### src/rtl/dm_lsu_if.sv
// dm_lsu_if: groups the datapath request/response handshake and the
// word-wide data memory bus of the load/store unit.
//   request : req, st, size, uns, addr, wdata   (datapath -> lsu)
//   response: ready, done, err, rdata           (lsu -> datapath)
//   memory  : mem_addr, mem_din, mem_we (lsu -> mem), mem_dout (mem -> lsu)
// slave  = the LSU side, master = the datapath/memory environment side.
interface dm_lsu_if #(
  parameter int unsigned ADDR_W = 10
) ();

  logic              req;
  logic              st;
  logic [1:0]        size;
  logic              uns;
  logic [ADDR_W-1:0] addr;
  logic [31:0]       wdata;

  logic              ready;
  logic              done;
  logic              err;
  logic [31:0]       rdata;

  logic [ADDR_W-1:0] mem_addr;
  logic [31:0]       mem_din;
  logic              mem_we;
  logic [31:0]       mem_dout;

  modport slave (
    input  req, st, size, uns, addr, wdata, mem_dout,
    output ready, done, err, rdata, mem_addr, mem_din, mem_we
  );

  modport master (
    output req, st, size, uns, addr, wdata, mem_dout,
    input  ready, done, err, rdata, mem_addr, mem_din, mem_we
  );

endinterface

### src/rtl/dm_lsu.sv
// dm_lsu: single-outstanding load/store initiator for a byte-addressed,
// little-endian, word-wide data memory. Issues word-aligned accesses,
// performs read-modify-write for byte/halfword stores, extracts and
// sign/zero-extends load lanes, and rejects misaligned requests with err.
// Ports:
//   clk    rising-edge clock
//   rst_n  synchronous active-low reset
//   bus    dm_lsu_if.slave (request, response and memory bus signals)
module dm_lsu #(
  parameter int unsigned ADDR_W = 10
) (
  input  logic    clk,
  input  logic    rst_n,
  dm_lsu_if.slave bus
);

  localparam logic [1:0] S_IDLE  = 2'd0;
  localparam logic [1:0] S_LOAD  = 2'd1;
  localparam logic [1:0] S_RMW   = 2'd2;
  localparam logic [1:0] S_WRITE = 2'd3;

  localparam logic [1:0] SZ_BYTE = 2'b00;
  localparam logic [1:0] SZ_HALF = 2'b01;
  localparam logic [1:0] SZ_WORD = 2'b10;

  logic [1:0]        state_q, state_d;
  logic [1:0]        size_q,  size_d;
  logic              uns_q,   uns_d;
  logic [ADDR_W-1:0] addr_q,  addr_d;
  logic [31:0]       din_q,   din_d;
  logic [31:0]       rdata_q, rdata_d;
  logic              done_q,  done_d;
  logic              err_q,   err_d;

  logic              misalign_c;
  logic [7:0]        lane_b_c;
  logic [15:0]       lane_h_c;
  logic [31:0]       load_c;
  logic [31:0]       merge_c;

  // Alignment check on the incoming request (evaluated in IDLE only)
  always_comb begin
    case (bus.size)
      SZ_BYTE: misalign_c = 1'b0;
      SZ_HALF: misalign_c = bus.addr[0];
      SZ_WORD: misalign_c = (bus.addr[1:0] != 2'b00);
      default: misalign_c = 1'b1;
    endcase
  end

  // Load lane extraction and extension from the current memory word
  always_comb begin
    case (addr_q[1:0])
      2'd0:    lane_b_c = bus.mem_dout[7:0];
      2'd1:    lane_b_c = bus.mem_dout[15:8];
      2'd2:    lane_b_c = bus.mem_dout[23:16];
      default: lane_b_c = bus.mem_dout[31:24];
    endcase
    lane_h_c = addr_q[1] ? bus.mem_dout[31:16] : bus.mem_dout[15:0];
    case (size_q)
      SZ_BYTE: load_c = {{24{~uns_q & lane_b_c[7]}}, lane_b_c};
      SZ_HALF: load_c = {{16{~uns_q & lane_h_c[15]}}, lane_h_c};
      default: load_c = bus.mem_dout;
    endcase
  end

  // Sub-word store merge: din_q still holds the right-justified store data
  always_comb begin
    merge_c = bus.mem_dout;
    if (size_q == SZ_BYTE) begin
      case (addr_q[1:0])
        2'd0:    merge_c[7:0]   = din_q[7:0];
        2'd1:    merge_c[15:8]  = din_q[7:0];
        2'd2:    merge_c[23:16] = din_q[7:0];
        default: merge_c[31:24] = din_q[7:0];
      endcase
    end else if (addr_q[1]) begin
      merge_c[31:16] = din_q[15:0];
    end else begin
      merge_c[15:0]  = din_q[15:0];
    end
  end

  // Next-state and register-input logic
  always_comb begin
    state_d = state_q;
    size_d  = size_q;
    uns_d   = uns_q;
    addr_d  = addr_q;
    din_d   = din_q;
    rdata_d = rdata_q;
    done_d  = 1'b0;
    err_d   = 1'b0;

    case (state_q)
      S_IDLE: begin
        if (bus.req) begin
          size_d = bus.size;
          uns_d  = bus.uns;
          addr_d = bus.addr;
          din_d  = bus.wdata;
          if (misalign_c) begin
            done_d = 1'b1;
            err_d  = 1'b1;
          end else if (!bus.st) begin
            state_d = S_LOAD;
          end else if (bus.size == SZ_WORD) begin
            state_d = S_WRITE;
          end else begin
            state_d = S_RMW;
          end
        end
      end
      S_LOAD: begin
        rdata_d = load_c;
        done_d  = 1'b1;
        state_d = S_IDLE;
      end
      S_RMW: begin
        din_d   = merge_c;
        state_d = S_WRITE;
      end
      default: begin
        done_d  = 1'b1;
        state_d = S_IDLE;
      end
    endcase
  end

  // State and datapath registers, synchronous reset
  always_ff @(posedge clk) begin
    if (!rst_n) begin
      state_q <= S_IDLE;
      size_q  <= 2'b00;
      uns_q   <= 1'b0;
      addr_q  <= '0;
      din_q   <= 32'h0;
      rdata_q <= 32'h0;
      done_q  <= 1'b0;
      err_q   <= 1'b0;
    end else begin
      state_q <= state_d;
      size_q  <= size_d;
      uns_q   <= uns_d;
      addr_q  <= addr_d;
      din_q   <= din_d;
      rdata_q <= rdata_d;
      done_q  <= done_d;
      err_q   <= err_d;
    end
  end

  assign bus.ready    = (state_q == S_IDLE);
  assign bus.done     = done_q;
  assign bus.err      = err_q;
  assign bus.rdata    = rdata_q;
  assign bus.mem_addr = {addr_q[ADDR_W-1:2], 2'b00};
  assign bus.mem_din  = din_q;
  // Gating with rst_n drops a write that is in flight when reset arrives
  assign bus.mem_we   = (state_q == S_WRITE) & rst_n;

endmodule

### src/flat_wrapper.sv
// flat-port wrapper written by rule: the top's interface ports become plain ports
module dm_lsu_flat 
#(
  parameter int unsigned ADDR_W = 10
)
  (clk, rst_n, bus_req, bus_st, bus_size, bus_uns, bus_addr, bus_wdata, bus_mem_dout, bus_ready, bus_done, bus_err, bus_rdata, bus_mem_addr, bus_mem_din, bus_mem_we);
  dm_lsu_if #(.ADDR_W(ADDR_W)) bus_i ();
  input  logic clk;
  input  logic rst_n;
  input wire logic [$bits(bus_i.req)-1:0] bus_req;
  input wire logic [$bits(bus_i.st)-1:0] bus_st;
  input wire logic [$bits(bus_i.size)-1:0] bus_size;
  input wire logic [$bits(bus_i.uns)-1:0] bus_uns;
  input wire logic [$bits(bus_i.addr)-1:0] bus_addr;
  input wire logic [$bits(bus_i.wdata)-1:0] bus_wdata;
  input wire logic [$bits(bus_i.mem_dout)-1:0] bus_mem_dout;
  output wire logic [$bits(bus_i.ready)-1:0] bus_ready;
  output wire logic [$bits(bus_i.done)-1:0] bus_done;
  output wire logic [$bits(bus_i.err)-1:0] bus_err;
  output wire logic [$bits(bus_i.rdata)-1:0] bus_rdata;
  output wire logic [$bits(bus_i.mem_addr)-1:0] bus_mem_addr;
  output wire logic [$bits(bus_i.mem_din)-1:0] bus_mem_din;
  output wire logic [$bits(bus_i.mem_we)-1:0] bus_mem_we;
  assign bus_i.req = bus_req;
  assign bus_i.st = bus_st;
  assign bus_i.size = bus_size;
  assign bus_i.uns = bus_uns;
  assign bus_i.addr = bus_addr;
  assign bus_i.wdata = bus_wdata;
  assign bus_i.mem_dout = bus_mem_dout;
  assign bus_ready = bus_i.ready;
  assign bus_done = bus_i.done;
  assign bus_err = bus_i.err;
  assign bus_rdata = bus_i.rdata;
  assign bus_mem_addr = bus_i.mem_addr;
  assign bus_mem_din = bus_i.mem_din;
  assign bus_mem_we = bus_i.mem_we;
  dm_lsu #(.ADDR_W(ADDR_W)) u_core (.clk(clk), .rst_n(rst_n), .bus(bus_i));
endmodule
### config.mk
export PLATFORM = sky130hd
export DESIGN_NAME = dm_lsu_flat
export DESIGN_NICKNAME = d
export VERILOG_FILES = /design/src/rtl/dm_lsu_if.sv /design/src/rtl/dm_lsu.sv /design/src/flat_wrapper.sv
export SDC_FILE = /design/constraint.sdc
export NUM_CORES = 1
export LEC_CHECK = 0
export ABC_AREA = 1
export ABC_CLOCK_PERIOD_IN_PS = 1700
export BUFFER_PORTS_ARGS = -buffer_cell sky130_fd_sc_hd__buf_4
export CAP_MARGIN = 5
export CORE_MARGIN = 2
export CORE_UTILIZATION = 40
export DETAILED_ROUTE_END_ITERATION = 8
export PLACE_DENSITY = 0.73
export SLEW_MARGIN = 25
export SYNTH_ARGS = -nofsm -noshare
export SYNTH_HDL_FRONTEND = slang
export SYNTH_SLANG_ARGS = --single-unit
### constraint.sdc
create_clock -name clk -period 1.7 [get_ports clk]
set_input_delay 0.255 -clock clk [delete_from_list [all_inputs] [get_ports clk]]
set_output_delay 0.255 -clock clk [all_outputs]
set_load 0.05 [all_outputs]
==> results_dict.tcl, run 1 <==
set metrics [dict create \
    startpoint_type "register" \
    syn_to_final_growth_pct 34.5 \
    yosys-top-cells-area "sky130_fd_sc_hd__dfxtp_1, sky130_fd_sc_hd__nand2_1, sky130_fd_sc_hd__a21oi_1" \
    clock_tree.htree_level_count 3 \
    tightest_slew_ns 0.512 \
    hold_path_class "in2reg" \
    synthMuxAreaShare 0 \
    groute.usage.overall 0.238 \
    initial_utilization 0.409 \
    die_x_um 112 \
    worst_ep_arrival_time_ns 1.77 \
    report.power.total_mw 6.78 \
    commonest_register_cell_after_synthesis "sky130_fd_sc_hd__dfxtp_1" \
    globalRoute.totalOverflow 0 \
    final-setup-viol-count 0 \
    power_switching_mw 2.41 \
    post_synth.cell_area_avg_um2 6.24 \
    run_status "finished clean" \
    synth_top_area_cell "sky130_fd_sc_hd__dfxtp_1" \
    fmaxAchievable_ghz 0.651 \
    clock_tree.buffer_depth 2 \
    num_vias 5302 \
    ff2ff_path_depth 7 \
    worst-r2r-setup-slack_ns 0.16 \
    post_synth_xor_area_fraction 0 \
    io-pin-count 159 \
    drv.max_cap_violation_count 0 \
    main_combinational_cell_family_by_area_after_synthesis "simple AND/OR/NAND/NOR gates" \
    netlist_top_cells_count "sky130_fd_sc_hd__nand2_1, sky130_fd_sc_hd__a21oi_1, sky130_fd_sc_hd__nor2_1" \
    timing.critical_path.to "u_core.bus.mem_din[11]" \
    die_h_um 112 \
    finClkSkew_ns 0.00553 \
    drcViolationCount 0 \
    worst_ir_drop_vdd_uv 653 \
    synth.top_cell.area_share 0.347 \
    first_iter_violations 504 \
    final_antenna_net_count 0 \
    clkSlewWorstSetupHoldPaths_ns 0.06 \
    worst-endpoint-required_ns 1.94 \
    core_mm2 0.0114 \
    routedWlPerCell_um 14.8 \
    share_seq_of_total_power 0.326 \
    post_drt_via_cell_ratio 5.13 \
    synth.lib_cells_used.distinct 27 \
    dp_slack_ns 0.193 \
    grt_setup_unrepaired "no" \
    yosys_warnings 0 \
    post_synth_edffs 0 \
    post_synth_and_or_nand_nor_area_fraction 0.293 \
    yosysMostFrequentCell "sky130_fd_sc_hd__nand2_1" \
    setup.worst_path.class "reg2reg" \
    yosys_register_bits 81 \
    hold_buf_count_cts 0 \
    die-area_mm2 0.0126 \
    regToRegEndpoint "u_core.bus.mem_din[11]" \
    dpl.hpwl_um 11700 \
    post-route-min-period_ns 1.54 \
    place_congestion 0.921 \
    pwr-share-clk 0.350 \
    synth_adder_area_share 0 \
    p_int_mw 4.37 \
    worst_setup_path_startpoint "u_core.state_q[1]" \
    fraction_of_power_consumed_by_combinational_cells 0.324 \
    power.density_mw_per_mm2 1080 \
    vias_in_the_first_global_route 4726 \
    clk-insertion-delay-late_ns 0.34 \
    dr.pass1.iters 5 \
    grt_max_degree 36 \
    largest_fanout_on_the_critical_path 16 \
    global_route_wire_length_before_repair_um 24200 \
    cellLeakagePower_nw 3.17 \
    period_share 0.904 \
    yosysSeqAreaShare 0.347 \
    tritoncts_clock_tree "built" \
    reg2reg_from "u_core.state_q[1]" \
    syn_std_cell_area_mm2 0.00467 \
    cts_inserted_buffers 9 \
    worstSetupEndpointType "register" \
    postCtsSetupBuffers 0 \
    setup_tns_ns 0 \
    swShare 0.355 \
    timing.final.max_slew_violations 0 \
    finalNetCount 967 \
    finalHoldViolations 0 \
    io_buffers 156 \
    area_fraction_in_compound_gates_after_synthesis 0.226 \
    totalWireLength_um 15300 \
    num_antenna_cells 0 \
    timing.final.ws_setup_ns 0.164 \
    post_route_cells_drive_above_1_share 0.244 \
    antenna_found_initial 0 \
    slew_headroom 0.658 \
    fillerInstances 1154 \
    cts_root_buf "sky130_fd_sc_hd__clkbuf_16" \
    floorplan.rows 39 \
    syn-instance-count 749 \
    clock_sinks 81 \
    async_reset_ff_frac 0 \
    ctsResizeCount 0 \
]
## how the worst min path moves through the flow
stage                           start                endpoint  cells after the start
2_1_floorplan                  bus_st       u_core.state_q[1]                      2
3_3_place_gp   u_core.bus.mem_din[22]  u_core.bus.mem_din[22]                      2
3_5_place_dp      u_core.bus.rdata[4]     u_core.bus.rdata[4]                      2
4_1_cts                        bus_st       u_core.state_q[1]                      3
5_1_grt                   bus_addr[3]        u_core.addr_q[3]                      3
6_report                  bus_addr[5]        u_core.addr_q[5]                      3
## sequential cells by signal, summed over array words and instances (netlist names)
| name | flops |
|---|---|
| u_core.addr_q | 10 |
| u_core.bus.done | 1 |
| u_core.bus.err | 1 |
| u_core.bus.mem_din | 32 |
| u_core.bus.rdata | 32 |
| u_core.size_q | 2 |
| u_core.state_q | 2 |
| u_core.uns_q | 1 |
## area by class of cell
type,count,area [um2],area share
Multi-Input combinational cell,531,2440,0.388
Sequential cell,81,1620,0.258
Timing Repair Buffer,180,1380,0.219
Inverter,83,312,0.0496
Clock buffer,10,229,0.0364
Tap cell,143,179,0.0285
Clock inverter,6,130,0.0207
## logic make-up (layout without fill, tap and decap cells)
kind of cell / count (synthesis) / count (layout)
other: 1 / 2
buffers and inverters: 138 / 279
flip-flops: 81 / 81
AND/OR/NAND/NOR: 329 / 329
AO/OA/AOI/OAI: 200 / 200
## metrics by stage
| step | util | hold WS [ns] | area, um2 | std cells |
|---|---|---|---|---|
| finish | 0.550 | 0.167 | 6280 | 1034 |
| global route | 0.550 | 0.188 | 6280 | 1034 |
| CTS | 0.550 | 0.165 | 6280 | 1034 |
| detailed placement | 0.519 | 0.461 | 5920 | 1018 |
| global placement | 0.519 | 0.456 | 5920 | 1018 |
| floorplan | - | 0.384 | 4680 | 750 |
## worst max-delay path, stage by stage, from the launching register on
cell and delay, ns:
sky130_fd_sc_hd__dfxtp_1 0.50, sky130_fd_sc_hd__nand2_2 0.23, sky130_fd_sc_hd__nand2_2 0.15, sky130_fd_sc_hd__nand2_2 0.20
sky130_fd_sc_hd__a21oi_1 0.19, sky130_fd_sc_hd__nand2_1 0.07, sky130_fd_sc_hd__nand2_1 0.06, sky130_fd_sc_hd__inv_1 0.04
## power groups by stage
stage | Sequential (mW) | Combinational (mW) | Clock (mW)
after floorplan | 2.75 | 1.00 | 0
after global placement | 2.25 | 2.16 | 0
after detailed placement | 2.25 | 2.18 | 0
after CTS | 2.21 | 2.19 | 2.39
after global routing | 2.23 | 2.38 | 2.45
final | 2.21 | 2.20 | 2.37
## layer usage
| metal | GRT usage | part of all wire | vias to the layer above |
|---|---|---|---|
| met3 | 0.0427 | 0.088 | 29 |
| li1 | - | - | 2680 |
| met5 | 0 | 0 | - |
| met1 | 0.336 | 0.45 | 2341 |
| met4 | 0.0683 | 0.022 | 0 |
| met2 | 0.377 | 0.44 | 252 |
## layout by cell type, fill, tap and decap left out, drive strengths merged
| cell type | count |
|---|---|
| a21oi | 103 |
| a31oi | 1 |
| and2 | 3 |
| buf | 180 |
| bufinv | 4 |
| clkbuf | 10 |
| clkinv | 3 |
| conb | 2 |
| dfxtp | 81 |
| inv | 82 |
| nand2 | 175 |
| nand3 | 59 |
| nor2 | 87 |
| nor3 | 4 |
| o211a | 1 |
| o211ai | 12 |
| o21a | 1 |
| o21ai | 81 |
| o31ai | 1 |
| or2 | 1 |
No activity file was read; power rests on OpenSTA's default activity.
==> inputs of run 2 (changes only) <==
- ABC_CLOCK_PERIOD_IN_PS: 1700 -> 1460
- HOLD_SLACK_MARGIN: unset -> 0.06
- SLEW_MARGIN: 25 -> 30
- clock period: 1.7 -> 1.46 ns (I/O delays scaled with it)
==> run 2 against run 1 <==
  * Clock power decreased by 7%
  * Count of clock-buffer cells in the layout unchanged
  * First-iteration DRC count decreased by 0.79%
  * Total power increased by 11%
  * Register-to-register slack got worse by 0.10 ns
  * Worst hold slack got worse by 0.038 ns
  * Design area increased by 3.1%
  * Worst setup slack got worse by 0.12 ns
  * Combinational power increased by 24%
  * Critical path type is now reg2out
  * Critical endpoint is now bus_mem_we
  * Largest cell class unchanged
==> results_dict.tcl, run 2 (synthesized netlist as in run 1, its figures left out) <==
set metrics [dict create \
    post-route-min-period_ns 1.42 \
    worst-endpoint-required_ns 1.24 \
    fmaxAchievable_ghz 0.704 \
    cts_inserted_buffers 9 \
    vias_in_the_first_global_route 4649 \
    worst_ir_drop_vdd_uv 567 \
    die-area_mm2 0.0126 \
    finalHoldViolations 0 \
    timing.critical_path.to "bus_mem_we" \
    grt_setup_unrepaired "yes" \
    dpl.hpwl_um 11900 \
    clock_tree.htree_level_count 3 \
    first_iter_violations 500 \
    final-setup-viol-count 0 \
    clock_tree.buffer_depth 2 \
    num_antenna_cells 0 \
    tritoncts_clock_tree "built" \
    clock_sinks 81 \
    clkSlewWorstSetupHoldPaths_ns 0.06 \
    reg2reg_from "u_core.addr_q[1]" \
    cellLeakagePower_nw 3.26 \
    cts_root_buf "sky130_fd_sc_hd__clkbuf_16" \
    worst_ep_arrival_time_ns 1.20 \
    io_buffers 156 \
    setup.worst_path.class "reg2out" \
    power.density_mw_per_mm2 1160 \
    routedWlPerCell_um 15.1 \
    finClkSkew_ns 0.00422 \
    globalRoute.totalOverflow 0 \
    final_antenna_net_count 0 \
    worst_setup_path_startpoint "u_core.state_q[1]" \
    antenna_found_initial 0 \
    largest_fanout_on_the_critical_path 4 \
    timing.final.max_slew_violations 0 \
    final_design_area_no_fill_mm2 0.00648 \
    io-pin-count 159 \
    drcViolationCount 0 \
    totalWireLength_um 15800 \
    hold_path_class "in2reg" \
    clk-insertion-delay-late_ns 0.34 \
    floorplan.rows 39 \
    finalNetCount 983 \
    regToRegEndpoint "u_core.bus.rdata[8]" \
    most_common_cell_after_layout_fill_and_taps_aside "sky130_fd_sc_hd__buf_4" \
    dr.pass1.iters 5 \
    startpoint_type "register" \
    ff2ff_path_depth 7 \
    core_mm2 0.0114 \
    num_vias 5335 \
    finalHoldWorstSlack_ns 0.129 \
    syn_to_final_growth_pct 38.7 \
    groute.usage.overall 0.241 \
    setup_tns_ns 0 \
    placed_area_mm2 0.00608 \
    worst-r2r-setup-slack_ns 0.06 \
    post_route_cells_drive_above_1_share 0.266 \
    global_route_wire_length_before_repair_um 24400 \
    die_h_um 112 \
    initial_utilization 0.409 \
    worstSetupEndpointType "output port" \
    final_cell_mix "sky130_fd_sc_hd__buf_4, sky130_fd_sc_hd__nand2_1, sky130_fd_sc_hd__a21oi_1" \
    post_drt_via_cell_ratio 5.09 \
    run_status "finished clean" \
    grt_max_degree 30 \
    die_x_um 112 \
    period_share 0.973 \
    place_congestion 0.897 \
    drv.max_cap_violation_count 0 \
]
-- run 2: where the power goes --
part,leakage (nW),internal [mW],switching (mW)
clock network,0.144,1.34,0.872
logic,2.45,0.938,1.79
registers,0.669,2.43,0.147
total,3.26,4.71,2.81
-- run 2: per-stage QoR --
step	cells	util	power, mW	setup WS, ns
after detailed placement	1031	0.532	5.25	-0.0331
final	1048	0.567	7.53	0.0393
after global routing	1048	0.567	7.88	-0.0214
after floorplan	750	-	4.37	0.0314
after global placement	1031	0.532	5.23	0.00299
after CTS	1045	0.558	7.44	0.0127
-- run 2: worst min-delay path by stage --
stage,endpoint,from,slack [ns],cells past startpoint
3_5_place_dp,u_core.bus.mem_din[22],u_core.bus.mem_din[22],0.46,2
3_3_place_gp,u_core.bus.mem_din[22],u_core.bus.mem_din[22],0.46,2
6_report,u_core.addr_q[5],bus_addr[5],0.13,3
2_1_floorplan,u_core.state_q[1],bus_st,0.35,2
4_1_cts,u_core.addr_q[5],bus_addr[5],0.13,3
5_1_grt,u_core.state_q[1],bus_st,0.16,3
-- run 2: repair_timing --
item / CTS / global route
resized for setup: 3 / 23
setup buffers: 0 / 1
cloned: 0 / 2
pin swaps: 0 / 2
endpoints found under the setup margin: 9 / 50
hold buffers: 0 / 0
-- run 2: metal layers --
layer,routed length (um),track usage,vias up
li1,-,-,2711
met3,1220,0.0351,21
met5,0,0,-
met4,255,0.0707,0
met1,7250,0.356,2367
met2,7110,0.366,236
-- run 2: layout make-up --
class / count / area, um2
clock inverters: 4 / 45.0
flip-flops and latches: 81 / 1630
inverters: 83 / 318
clock buffers: 10 / 239
well taps: 143 / 179
fillers: 1162 / 4940
multi-input cells: 532 / 2490
repair buffers: 195 / 1580
-- run 2: critical path, cell delays in order, from the launching register on --
cell,delay [ns]
sky130_fd_sc_hd__dfxtp_4,0.38
sky130_fd_sc_hd__buf_4,0.14
sky130_fd_sc_hd__inv_2,0.06
sky130_fd_sc_hd__nor2_2,0.12
sky130_fd_sc_hd__buf_6,0.17
==> inputs of run 3 (changes only) <==
- CTS_BUF_LIST: unset -> sky130_fd_sc_hd__clkbuf_16
==> run 3 against run 2 <==
  * Count of clock-buffer cells in the layout fell by 1
  * Maximum frequency increased by 0.19%
  * Critical path depth rose by 4
  * Highest routed layer unchanged
  * Via count fell by 0.24%
  * Utilization down 0.088 points
  * Total power is 0.79% lower
==> results_dict.tcl, run 3 (synthesized netlist as in run 1, its figures left out) <==
set metrics [dict create \
    io_buffers 156 \
    die-area_mm2 0.0126 \
    initial_utilization 0.409 \
    grt_max_degree 30 \
    clk-insertion-delay-late_ns 0.33 \
    period_share 0.971 \
    dp_slack_ns -0.0331 \
    grt_setup_unrepaired "yes" \
    drv.max_cap_violation_count 0 \
    ff2ff_path_depth 8 \
    hold_buf_count_cts 0 \
    post_drt_via_cell_ratio 5.08 \
    finish.utilization 0.566 \
    finClkSkew_ns 0.00532 \
    first_iter_violations 462 \
    clock_sinks 81 \
    startpoint_type "register" \
    routedWlPerCell_um 15.1 \
    clkSlewWorstSetupHoldPaths_ns 0.06 \
    cellLeakagePower_nw 3.25 \
    timing.final.max_slew_violations 0 \
    worst_setup_path_startpoint "u_core.addr_q[1]" \
    worst_ep_arrival_time_ns 1.65 \
    worst-endpoint-required_ns 1.69 \
    hold-path-endpoint "u_core.addr_q[5]" \
    num_vias 5322 \
    most_common_cell_after_layout_fill_and_taps_aside "sky130_fd_sc_hd__buf_4" \
    tritoncts_clock_tree "built" \
    syn_to_final_growth_pct 38.5 \
    io-pin-count 159 \
    cts_inserted_buffers 9 \
    die_h_um 112 \
    worstSetupEndpointType "register" \
    final_antenna_net_count 0 \
    global_route_wire_length_before_repair_um 24400 \
    fillerInstances 1165 \
    timing.hold.worst_path_depth 3 \
    finalHoldViolations 0 \
    finalHoldWorstSlack_ns 0.131 \
    fmaxAchievable_ghz 0.705 \
    num_antenna_cells 0 \
    final_cell_mix "sky130_fd_sc_hd__buf_4, sky130_fd_sc_hd__nand2_1, sky130_fd_sc_hd__a21oi_1" \
    regToRegEndpoint "u_core.bus.mem_din[11]" \
    setup_tns_ns 0 \
    place_congestion 0.897 \
    hold_path_class "in2reg" \
    vias_in_the_first_global_route 4649 \
    groute.usage.overall 0.241 \
    dr.pass1.iters 5 \
    dpl.hpwl_um 11900 \
    finalNetCount 983 \
    post-route-min-period_ns 1.42 \
    largest_fanout_on_the_critical_path 17 \
    clock_tree.htree_level_count 3 \
    run_status "finished clean" \
    clock_tree.buffer_depth 2 \
    worst-r2r-setup-slack_ns 0.04 \
    final-setup-viol-count 0 \
    totalWireLength_um 15800 \
    timing.final.ws_setup_ns 0.0420 \
    worst_ir_drop_vdd_uv 566 \
    setup.worst_path.class "reg2reg" \
    hold_path.startpoint "bus_addr[5]" \
    cts_root_buf "sky130_fd_sc_hd__clkbuf_16" \
    power.density_mw_per_mm2 1150 \
    drcViolationCount 0 \
    post_route_cells_drive_above_1_share 0.265 \
    floorplan.rows 39 \
    die_x_um 112 \
    reg2reg_from "u_core.addr_q[1]" \
    antenna_found_initial 0 \
    core_mm2 0.0114 \
    globalRoute.totalOverflow 0 \
]
-- run 3: repair_timing --
item                                   in CTS  in global routing
setup endpoints to repair                   9                 50
pin swaps                                   0                  2
resized for setup                           3                 23
gates cloned                                0                  2
buffers inserted                            0                  1
endpoints found under the hold margin       0                  0
-- run 3: metal layers --
metal,vias to the layer above,GRT usage,wire (um)
li1,2709,-,-
met1,2360,0.355,7270
met2,234,0.365,7100
met3,19,0.0356,1220
met4,0,0.0707,245
met5,-,0,0
-- run 3: worst max-delay path by stage --
stage / endpoint
2_1_floorplan: bus_mem_we
3_3_place_gp: u_core.bus.mem_din[9]
3_5_place_dp: u_core.bus.mem_din[11]
4_1_cts: bus_mem_we
5_1_grt: u_core.bus.rdata[23]
6_report: u_core.bus.mem_din[11]
-- run 3: critical path, cell delays in order, from the launching register on --
cell	delay [ns]
sky130_fd_sc_hd__dfxtp_2	0.36
sky130_fd_sc_hd__inv_1	0.09
sky130_fd_sc_hd__buf_4	0.20
sky130_fd_sc_hd__nand3_1	0.16
sky130_fd_sc_hd__nand2_4	0.15
sky130_fd_sc_hd__a21oi_1	0.19
sky130_fd_sc_hd__nand2_1	0.07
sky130_fd_sc_hd__nand2_1	0.06
sky130_fd_sc_hd__inv_1	0.03
-- run 3: power by group --
| group | internal, mW | switching, mW |
|---|---|---|
| Clock | 1.29 | 0.867 |
| Combinational | 0.938 | 1.79 |
| Sequential | 2.43 | 0.147 |
-- run 3: metrics by stage --
step                      area (um2)  power [mW]  cells
final                           6470        7.47   1048
after global routing            6470        7.82   1048
after CTS                       6360        7.38   1045
after detailed placement        6080        5.25   1031
after global placement          6080        5.23   1031
after floorplan                 4680        4.37    750
-- run 3: area by class of cell --
class | count | area [um2] | share of cell area
repair buffers | 195 | 1580 | 0.244
multi-input cells | 532 | 2490 | 0.385
clock inverters | 5 | 48.8 | 0.00754
inverters | 83 | 318 | 0.0491
clock buffers | 9 | 225 | 0.0348
flip-flops and latches | 81 | 1630 | 0.252
well taps | 143 | 179 | 0.0277
